### src/rtl/mem_arbiter.sv
// Single-port memory arbiter: shares one memory port between instruction fetch (I)
// and load/store (D). D has priority, but after STARVE_LIMIT back-to-back D grants
// with I waiting, I is served next. A watchdog aborts accesses that stall too long.
module mem_arbiter #(
  parameter int unsigned STARVE_LIMIT = 4,
  parameter int unsigned TIMEOUT      = 255
) (
  input  logic        CLK,
  input  logic        RST,
  input  logic        I_REQ,
  input  logic [31:0] I_ADDR,
  output logic        I_RVALID,
  output logic [31:0] I_RDATA,
  input  logic        D_REQ,
  input  logic        D_WE,
  input  logic [31:0] D_ADDR,
  input  logic [3:0]  D_WSTRB,
  input  logic [31:0] D_WDATA,
  output logic        D_RVALID,
  output logic [31:0] D_RDATA,
  output logic        M_REQ,
  output logic        M_WE,
  output logic [31:0] M_ADDR,
  output logic [3:0]  M_WSTRB,
  output logic [31:0] M_WDATA,
  input  logic        M_ACK,
  input  logic [31:0] M_RDATA,
  output logic        STALL,
  output logic        ERR
);

  localparam logic [1:0] StIdle  = 2'd0;
  localparam logic [1:0] StBusyI = 2'd1;
  localparam logic [1:0] StBusyD = 2'd2;

  localparam logic [7:0] StarveLimit = 8'(STARVE_LIMIT);
  localparam logic [7:0] TimeoutCnt  = 8'(TIMEOUT);

  logic [1:0]  state_q, state_d;
  logic        m_req_q, m_req_d;
  logic        m_we_q, m_we_d;
  logic [31:0] m_addr_q, m_addr_d;
  logic [3:0]  m_wstrb_q, m_wstrb_d;
  logic [31:0] m_wdata_q, m_wdata_d;
  logic        i_rvalid_q, i_rvalid_d;
  logic [31:0] i_rdata_q, i_rdata_d;
  logic        d_rvalid_q, d_rvalid_d;
  logic [31:0] d_rdata_q, d_rdata_d;
  logic [7:0]  starve_cnt_q, starve_cnt_d;
  logic [7:0]  wait_cnt_q, wait_cnt_d;
  logic        err_q, err_d;

  // Arbitration, memory handshake, watchdog and completion next-state logic
  always_comb begin
    state_d      = state_q;
    m_req_d      = m_req_q;
    m_we_d       = m_we_q;
    m_addr_d     = m_addr_q;
    m_wstrb_d    = m_wstrb_q;
    m_wdata_d    = m_wdata_q;
    i_rvalid_d   = 1'b0;
    i_rdata_d    = i_rdata_q;
    d_rvalid_d   = 1'b0;
    d_rdata_d    = d_rdata_q;
    starve_cnt_d = starve_cnt_q;
    wait_cnt_d   = wait_cnt_q;
    err_d        = err_q;

    case (state_q)
      StIdle: begin
        // The RVALID cycle is skipped: the finishing requester's REQ is still high
        if (!i_rvalid_q && !d_rvalid_q) begin
          if (D_REQ && (!I_REQ || (starve_cnt_q < StarveLimit))) begin
            state_d    = StBusyD;
            m_req_d    = 1'b1;
            m_we_d     = D_WE;
            m_addr_d   = D_ADDR;
            m_wstrb_d  = D_WE ? D_WSTRB : 4'b0000;
            m_wdata_d  = D_WDATA;
            wait_cnt_d = 8'd0;
            if (!I_REQ) begin
              starve_cnt_d = 8'd0;
            end else if (starve_cnt_q != 8'hFF) begin
              starve_cnt_d = starve_cnt_q + 8'd1;
            end
          end else if (I_REQ) begin
            state_d      = StBusyI;
            m_req_d      = 1'b1;
            m_we_d       = 1'b0;
            m_addr_d     = I_ADDR;
            m_wstrb_d    = 4'b0000;
            m_wdata_d    = 32'd0;
            wait_cnt_d   = 8'd0;
            starve_cnt_d = 8'd0;
          end
        end
      end
      StBusyI, StBusyD: begin
        // A late M_ACK on the timeout cycle still counts as a normal completion
        if (M_ACK || (wait_cnt_q == TimeoutCnt)) begin
          state_d = StIdle;
          m_req_d = 1'b0;
          if (state_q == StBusyI) begin
            i_rvalid_d = 1'b1;
            i_rdata_d  = M_ACK ? M_RDATA : 32'd0;
          end else begin
            d_rvalid_d = 1'b1;
            d_rdata_d  = (M_ACK && !m_we_q) ? M_RDATA : 32'd0;
          end
          if (!M_ACK) begin
            err_d = 1'b1;
          end
        end else begin
          wait_cnt_d = wait_cnt_q + 8'd1;
        end
      end
      default: begin
        state_d = StIdle;
        m_req_d = 1'b0;
      end
    endcase
  end

  // State registers with asynchronous active-low reset
  always_ff @(posedge CLK or negedge RST) begin
    if (!RST) begin
      state_q      <= StIdle;
      m_req_q      <= 1'b0;
      m_we_q       <= 1'b0;
      m_addr_q     <= 32'd0;
      m_wstrb_q    <= 4'b0000;
      m_wdata_q    <= 32'd0;
      i_rvalid_q   <= 1'b0;
      i_rdata_q    <= 32'd0;
      d_rvalid_q   <= 1'b0;
      d_rdata_q    <= 32'd0;
      starve_cnt_q <= 8'd0;
      wait_cnt_q   <= 8'd0;
      err_q        <= 1'b0;
    end else begin
      state_q      <= state_d;
      m_req_q      <= m_req_d;
      m_we_q       <= m_we_d;
      m_addr_q     <= m_addr_d;
      m_wstrb_q    <= m_wstrb_d;
      m_wdata_q    <= m_wdata_d;
      i_rvalid_q   <= i_rvalid_d;
      i_rdata_q    <= i_rdata_d;
      d_rvalid_q   <= d_rvalid_d;
      d_rdata_q    <= d_rdata_d;
      starve_cnt_q <= starve_cnt_d;
      wait_cnt_q   <= wait_cnt_d;
      err_q        <= err_d;
    end
  end

  // Pipeline stall is combinational so the latches freeze in the request cycle itself
  always_comb begin
    STALL = RST & ((I_REQ & ~i_rvalid_q) | (D_REQ & ~d_rvalid_q));
  end

  assign M_REQ    = m_req_q;
  assign M_WE     = m_we_q;
  assign M_ADDR   = m_addr_q;
  assign M_WSTRB  = m_wstrb_q;
  assign M_WDATA  = m_wdata_q;
  assign I_RVALID = i_rvalid_q;
  assign I_RDATA  = i_rdata_q;
  assign D_RVALID = d_rvalid_q;
  assign D_RDATA  = d_rdata_q;
  assign ERR      = err_q;

endmodule
### config.mk
export PLATFORM = sky130hd
export DESIGN_NAME = mem_arbiter
export DESIGN_NICKNAME = d
export VERILOG_FILES = /design/src/rtl/mem_arbiter.sv
export SDC_FILE = /design/constraint.sdc
export NUM_CORES = 1
export LEC_CHECK = 0
export ABC_AREA = 1
export BUFFER_PORTS_ARGS = -buffer_cell sky130_fd_sc_hd__buf_2
export CORE_UTILIZATION = 28
export DETAILED_ROUTE_END_ITERATION = 12
export PLACE_DENSITY = 0.5
export SYNTH_ARGS = -nofsm -noshare
export SYNTH_HDL_FRONTEND = slang
export SYNTH_SLANG_ARGS = --single-unit
### constraint.sdc
create_clock -name CLK -period 1.95 [get_ports CLK]
set_input_delay 0 -clock CLK [delete_from_list [all_inputs] [get_ports CLK]]
set_output_delay 0 -clock CLK [all_outputs]
set_load 0.01 [all_outputs]
==> insert_results.sql, run 1 <==
INSERT INTO impl_metrics (metric_group, metric, value, unit) VALUES
('logic_synthesis', 'mapped_area', '7198', 'sq um'),
('placement', 'routabilityCongestion', '0.7569', ''),
('clocking', 'clockRootBuffer', 'sky130_fd_sc_hd__clkbuf_16', ''),
('clocking', 'clkLatencyLatePin', '0.42', 'ns'),
('placement', 'dpl_cell_area', '8975', 'sq um'),
('logic_synthesis', 'synth_largest_area_cell', 'sky130_fd_sc_hd__dfrtp_1', ''),
('finish', 'finalInstanceArea', '10980', 'sq um'),
('timing', 'max_clock_freq', '570.7', 'MHz'),
('placement', 'detailedPlacementHpwl', '14.94', 'mm'),
('clocking', 'ctsHtreeMaxLevel', '4', ''),
('logic_synthesis', 'synth-seq-area-share', '0.5388', ''),
('power', 'vdd_ir_drop_max', '570.9', 'uV'),
('logic_synthesis', 'post_synth.cell_area_avg', '8.245', 'sq um'),
('floorplan', 'initial_utilization', '0.2858', ''),
('logic_synthesis', 'synth.top_cell.area_share', '0.5388', ''),
('grt', 'use_met3', '0.05449', ''),
('outcome', 'outcome', 'complete, no violations', ''),
('logic_synthesis', 'synth_fp_nets', '1015', ''),
('timing', 'drv_slew', '0', ''),
('worst_setup_path', 'critPathRequiredTime', '2.27', 'ns'),
('clocking', 'clock_tree.buffer_depth', '2', ''),
('timing', 'worst_slew_pin_slew', '0.8036', 'ns'),
('floorplan', 'ios', '276', ''),
('worst_hold_path', 'worstHoldPathType', 'in -> reg', ''),
('grt', 'largest_net_degree_at_the_start_of_global_routing', '67', ''),
('clocking', 'cts_hold_buf', '136', ''),
('logic_synthesis', 'yosysWarningCount', '0', ''),
('finish', 'syn_to_final_growth', '52.53', '%'),
('worst_setup_path', 'criticalPathCategory', 'reg -> reg', ''),
('grt', 'grt_first_pass_wirelength', '37.04', 'mm'),
('finish', 'multi_input_comb_area', '2686', 'sq um'),
('worst_setup_path', 'setup.worst_path.start_class', 'flop', ''),
('clocking', 'tritoncts', 'done', ''),
('grt', 'first_global_vias', '7040', ''),
('finish', 'fill_cells', '2559', ''),
('logic_synthesis', 'yosys-top-cells-area', 'sky130_fd_sc_hd__dfrtp_1 54%, sky130_fd_sc_hd__nand2_1 19%, sky130_fd_sc_hd__o21ai_2 5.6%', ''),
('placement', 'i_o_buffers', '275', ''),
('floorplan', 'die_width', '162.3', 'um'),
('routing', 'route.vias.total', '6984', ''),
('grt', 'grt_busiest_layer', 'met2', ''),
('routing', 'routedWlPerCell', '14.17', 'um'),
('finish', 'mostFrequentLayoutCells', '362 x sky130_fd_sc_hd__nand2_1, 274 x sky130_fd_sc_hd__buf_2, 155 x sky130_fd_sc_hd__dfrtp_1', ''),
('routing', 'post_drt_via_cell_ratio', '4.306', ''),
('floorplan', 'core.rowCount', '58', ''),
('worst_setup_path', 'cp_arrival', '2.07', 'ns'),
('timing', 'maxSlewHeadroom', '0.4625', ''),
('logic_synthesis', 'synth_instances', '873', ''),
('finish', 'layout_cell_share_with_drive_strength_beyond_1', '0.3000', ''),
('grt', 'number_of_antenna_violations_at_the_first_check_in_global_routing', '2', ''),
('floorplan', 'chipHeight', '162.3', 'um'),
('worst_setup_path', 'cp_max_fo', '14', ''),
('timing', 'rsz0062_at_grt', 'no', ''),
('timing', 'final.period_utilization', '0.8986', ''),
('worst_setup_path', 'cp-end-kind', 'flop', ''),
('routing', 'firstDrtPassIters', '5', ''),
('grt', 'grtUsageMet2', '0.2947', ''),
('logic_synthesis', 'post_synthesis_register_bit_count', '155', ''),
('clocking', 'cts-buffers-inserted', '17', ''),
('clocking', 'worst_setup_hold_path_clk_slew', '0.07', 'ns'),
('finish', 'fin_nets', '1419', ''),
('clocking', 'cts-resized-gates', '0', ''),
('grt', 'globalRouteOverflowTotal', '0', ''),
('timing', 'final.setup_skew', '0.01556', 'ns'),
('power', 'p_per_area', '1346', 'nW/um^2'),
('floorplan', 'core_area', '25180', 'sq um'),
('finish', 'final_common_cell', 'sky130_fd_sc_hd__nand2_1', ''),
('clocking', 'clock-sinks', '155', ''),
('power', 'power_leakage', '5.963', 'nW'),
('timing', 'setup_viol', '0', ''),
('timing', 'finalCriticalPeriod', '1.752', 'ns'),
('timing', 'timing.final.hold_violations', '0', ''),
('routing', 'drc', '0', ''),
('flow_run', 'drv_cap', '0', ''),
('routing', 'antenna_violating_nets_post_route', '0', ''),
('routing', 'detailedRoute.firstIterationViolations', '451', ''),
('timing', 'total_negative_slack', '0', 'ns'),
('clocking', 'post_cts.repair.setup_buffers', '0', ''),
('floorplan', 'design.die.area', '26350', 'sq um'),
('routing', 'drt-total-wl', '22.99', 'mm'),
('grt', 'groute.layer.met1.usage', '0.2269', ''),
('finish', 'register_area', '3879', 'sq um'),
('logic_synthesis', 'netlist-cell-type-count', '27', ''),
('grt', 'gr-usage-all-layers', '0.1801', '');
## routing by layer
metal  vias to the layer above  part of all wire
met4                         0             0.016
met2                       271              0.46
met1                      3170              0.45
met5                         -                 0
li1                       3524                 -
met3                        19             0.078
## sequential cells by signal (all words and copies together), names as in the netlist
name          flops
state_q           2
I_RDATA          32
starve_cnt_q      8
M_WSTRB           4
D_RVALID          1
M_ADDR           32
ERR               1
I_RVALID          1
wait_cnt_q        8
D_RDATA          32
M_WDATA          32
M_WE              1
M_REQ             1
## per-stage QoR
stage                       util  power, mW  setup WS (ns)  std cells  hold WS [ns]
after detailed placement  0.3564      11.01         0.2106       1452       -0.1365
after floorplan                -      8.481         0.3244        873       -0.2956
final                     0.4360      14.78         0.1978       1622       0.02240
after global placement    0.3564      10.94         0.2351       1452       -0.1341
after CTS                 0.4358      14.97         0.1982       1620       0.02865
after global routing      0.4359      15.91        0.01774       1621       0.04938
## cell usage after synthesis, drive strengths merged
| cell type | instances |
|---|---|
| a21oi | 2 |
| and2 | 1 |
| buf | 30 |
| clkbuf | 21 |
| dfrtp | 155 |
| ha | 4 |
| inv | 87 |
| nand2 | 365 |
| nand3 | 81 |
| nand3b | 1 |
| nand4 | 1 |
| nor2 | 20 |
| nor3b | 1 |
| o21ai | 99 |
| o21bai | 1 |
| o22ai | 1 |
| or2 | 1 |
| xnor2 | 2 |
## kinds of logic (layout without fill, tap and decap cells)
family / after synthesis / count (layout) / share of synthesized area
other: 0 / 2 / 0
adders and majority gates: 4 / 4 / 0.006953
AOI/OAI and AO/OA: 103 / 103 / 0.09613
DFF: 155 / 155 / 0.5388
and+or+nand+nor: 471 / 471 / 0.2660
xor gates and xnor gates: 2 / 2 / 0.002434
buffers and inverters: 138 / 555 / 0.08969
## final cells by class
class,instances,share of cell area
timing repair buffer,436,0.2761
inverter,87,0.02974
antenna,2,0.0004558
clock inverter,13,0.01869
multi-input combinational,580,0.2447
tap,330,0.03761
clock buffer,19,0.03943
sequential,155,0.3533
## critical path, stage by stage, from the launching register on
cell and delay, ns:
sky130_fd_sc_hd__dfrtp_1 0.38, sky130_fd_sc_hd__inv_1 0.08, sky130_fd_sc_hd__ha_1 0.22, sky130_fd_sc_hd__nand3_4 0.14, sky130_fd_sc_hd__inv_2 0.36, sky130_fd_sc_hd__buf_4 0.22
sky130_fd_sc_hd__nand2_1 0.05, sky130_fd_sc_hd__o21ai_0 0.21
## where the power goes
group,leakage (nW),internal [mW],switching (mW)
sequential,2.02,4.49,0.696
clock,0.309,2.19,1.45
combinational,3.63,2.40,3.54
total,5.96,9.09,5.69
## path summary, 6_finish.rpt
kind | from | to | slack (ns) | cells after the start
setup / recovery | state_q[1] | M_WDATA[1] | 0.20 | 7
hold / removal | D_WE | M_WE | 0.02 | 5
setup reg to reg | state_q[1] | M_WDATA[1] | 0.20 | 7
hold reg to reg | starve_cnt_q[6] | starve_cnt_q[6] | 0.47 | 2
max in group asynchronous | RST | I_RDATA[2] | 0.61 | 3
min in group asynchronous | RST | M_ADDR[29] | 0.16 | 3
No activity file was read; power rests on OpenSTA's default activity.
==> run 2, diff against run 1 <==
--- a/config.mk
+++ b/config.mk
@@ -7,9 +7,9 @@
 export LEC_CHECK = 0
 export ABC_AREA = 1
 export BUFFER_PORTS_ARGS = -buffer_cell sky130_fd_sc_hd__buf_2
-export CORE_UTILIZATION = 28
+export CORE_UTILIZATION = 49
 export DETAILED_ROUTE_END_ITERATION = 12
-export PLACE_DENSITY = 0.5
+export PLACE_DENSITY = 0.79
 export SYNTH_ARGS = -nofsm -noshare
 export SYNTH_HDL_FRONTEND = slang
 export SYNTH_SLANG_ARGS = --single-unit
==> constraint.sdc (replaced) <==
create_clock -name CLK -period 1.8 [get_ports CLK]
set_input_delay 0 -clock CLK [delete_from_list [all_inputs] [get_ports CLK]]
set_output_delay 0 -clock CLK [all_outputs]
set_load 0.01 [all_outputs]
==> run 2 against run 1 <==
Compared with the run above: sequential cell count unchanged; sequential share of layout area up 0.86 points; sequential power up 11%; maximum frequency up 2.7%; wire length up 6.2%; clock skew down 0.0049 ns; setup slack worse by 0.10 ns; critical path type unchanged; critical endpoint is now M_WSTRB[0]; highest routed layer unchanged.
==> insert_results.sql, run 2 (synthesis results as in run 1) <==
INSERT INTO impl_metrics (metric_group, metric, value, unit) VALUES
('outcome', 'outcome', 'complete, no violations', ''),
('timing', 'max_clock_freq', '586.2', 'MHz'),
('worst_setup_path', 'criticalPathCategory', 'reg -> reg', ''),
('grt', 'grt_first_pass_wirelength', '37.91', 'mm'),
('placement', 'post-place-ws', '0.1023', 'ns'),
('routing', 'post_drt_via_cell_ratio', '5.275', ''),
('power', 'power_leakage', '5.919', 'nW'),
('worst_setup_path', 'critPathRequiredTime', '2.16', 'ns'),
('timing', 'total_negative_slack', '0', 'ns'),
('finish', 'syn_to_final_growth', '48.91', '%'),
('timing', 'rsz0062_at_grt', 'no', ''),
('clocking', 'post_cts.repair.setup_buffers', '0', ''),
('worst_setup_path', 'cp-end-kind', 'flop', ''),
('clocking', 'ctsHtreeMaxLevel', '4', ''),
('worst_setup_path', 'worst-r2r-setup-slack', '0.09', 'ns'),
('timing', 'worst_slew_pin_slew', '0.4926', 'ns'),
('routing', 'drt-total-wl', '24.40', 'mm'),
('power', 'vdd_ir_drop_max', '860.1', 'uV'),
('placement', 'detailedPlacementHpwl', '13.07', 'mm'),
('worst_setup_path', 'critical_path.startpoint', 'state_q[1]', ''),
('grt', 'globalRouteOverflowTotal', '0', ''),
('clocking', 'cts-buffers-inserted', '17', ''),
('floorplan', 'ios', '276', ''),
('finish', 'fin_nets', '1414', ''),
('worst_setup_path', 'cp_arrival', '2.06', 'ns'),
('floorplan', 'core_area', '14100', 'sq um'),
('clocking', 'clkLatencyLatePin', '0.42', 'ns'),
('clocking', 'clock_tree.buffer_depth', '2', ''),
('finish', 'final_core_utilization', '0.7604', ''),
('timing', 'drv_slew', '0', ''),
('floorplan', 'initial_utilization', '0.5107', ''),
('finish', 'mostFrequentLayoutCells', '362 x sky130_fd_sc_hd__nand2_1, 274 x sky130_fd_sc_hd__buf_2, 155 x sky130_fd_sc_hd__dfrtp_1', ''),
('finish', 'final_common_cell', 'sky130_fd_sc_hd__nand2_1', ''),
('worst_setup_path', 'cp_max_fo', '78', ''),
('clocking', 'clockRootBuffer', 'sky130_fd_sc_hd__clkbuf_16', ''),
('floorplan', 'chipHeight', '123.2', 'um'),
('finish', 'fill_cells', '885', ''),
('clocking', 'tritoncts', 'done', ''),
('grt', 'number_of_antenna_violations_at_the_first_check_in_global_routing', '2', ''),
('timing', 'finalCriticalPeriod', '1.706', 'ns'),
('placement', 'i_o_buffers', '275', ''),
('timing', 'setup_ws', '0.09398', 'ns'),
('worst_hold_path', 'worstHoldPathType', 'in -> reg', ''),
('routing', 'firstDrtPassIters', '6', ''),
('routing', 'route.vias.total', '7738', ''),
('flow_run', 'drv_cap', '0', ''),
('timing', 'setup_viol', '0', ''),
('worst_setup_path', 'crit-reg2reg-capture', 'M_WSTRB[0]', ''),
('worst_setup_path', 'worstSetupEndpoint', 'M_WSTRB[0]', ''),
('finish', 'multi_input_comb_area', '2679', 'sq um'),
('grt', 'first_global_vias', '7726', ''),
('grt', 'gr-usage-all-layers', '0.3316', ''),
('timing', 'fin_hold_ws', '0.1315', 'ns'),
('floorplan', 'design.die.area', '15180', 'sq um'),
('power', 'p_per_area', '1485', 'nW/um^2'),
('routing', 'drc', '0', ''),
('floorplan', 'die_width', '123.2', 'um'),
('clocking', 'clock-sinks', '155', ''),
('worst_setup_path', 'worst_r2r_path_depth', '7', ''),
('finish', 'layout_cell_share_with_drive_strength_beyond_1', '0.2949', ''),
('routing', 'detailedRoute.firstIterationViolations', '622', ''),
('grt', 'largest_net_degree_at_the_start_of_global_routing', '81', ''),
('worst_setup_path', 'startpoint_of_the_most_critical_register_to_register_path', 'state_q[1]', ''),
('timing', 'maxSlewHeadroom', '0.6705', ''),
('worst_setup_path', 'setup.worst_path.start_class', 'flop', ''),
('timing', 'final.setup_skew', '0.01068', 'ns'),
('timing', 'final.period_utilization', '0.9478', ''),
('timing', 'timing.final.hold_violations', '0', ''),
('routing', 'routedWlPerCell', '16.63', 'um'),
('placement', 'routabilityCongestion', '0.8242', ''),
('clocking', 'worst_setup_hold_path_clk_slew', '0.06', 'ns'),
('finish', 'register_area', '3879', 'sq um'),
('floorplan', 'core.rowCount', '43', ''),
('routing', 'antenna_violating_nets_post_route', '0', ''),
('power', 'post-layout-total-power', '15.92', 'mW');
==> run 2: per-layer routing <==
layer  vias to the layer above  global-route usage  share of wire  routed length, um
met5                         -                   0              0                  0
met4                         0              0.2357          0.064               1551
met3                       130             0.08349          0.095               2313
met2                       549              0.5520           0.48              11730
met1                      3553              0.3711           0.36               8807
li1                       3506                   -              -                  -
==> run 2: repair_timing <==
| action | CTS | global route |
|---|---|---|
| gates resized for setup | 0 | 1 |
| endpoints found under the hold margin | 290 | 0 |
| setup endpoints to repair | 0 | 12 |
| hold buffers | 137 | 0 |
==> run 2: where the power goes <==
part           switching [mW]  internal (mW)  total, mW  leakage [nW]
Clock                    1.41           2.27       3.68         0.288
Combinational            4.02           2.48       6.50          3.61
Sequential              0.865           4.88       5.74          2.02
Total                    6.29           9.62       15.9          5.92
==> run 2: final cells by class <==
type                    count  share of cell area
inverters                  87             0.03047
well taps                 180             0.02101
clock inverters             9             0.01272
flip-flops and latches    155              0.3619
diodes                      2           0.0004669
clock buffers              23             0.04366
repair buffers            431              0.2799
multi-input cells         580              0.2499
==> run 2: critical path, stage by stage (launching register included) <==
cell                      delay, ns
sky130_fd_sc_hd__dfrtp_1       0.38
sky130_fd_sc_hd__inv_1         0.08
sky130_fd_sc_hd__ha_1          0.19
sky130_fd_sc_hd__nand3_2       0.14
sky130_fd_sc_hd__buf_12        0.25
sky130_fd_sc_hd__nor2_1        0.36
sky130_fd_sc_hd__nand3_1       0.13
sky130_fd_sc_hd__nand2_1       0.08
==> run 2: worst min path at each step <==
stage	startpoint	end	slack (ns)	depth (start not counted)
5_1_grt	D_REQ	M_WDATA[25]	0.13	4
3_5_place_dp	RST	I_RDATA[16]	-0.16	1
2_1_floorplan	RST	D_RDATA[0]	-0.30	0
6_report	D_REQ	M_WDATA[27]	0.13	4
3_3_place_gp	RST	I_RDATA[16]	-0.16	1
4_1_cts	D_REQ	M_WDATA[14]	0.12	4
==> run 2: per-stage QoR <==
stage | cells | cell area (sq um)
final | 1467 | 10720
after global routing | 1467 | 10720
after CTS | 1465 | 10710
after detailed placement | 1296 | 8735
after global placement | 1296 | 8735
after floorplan | 873 | 7198
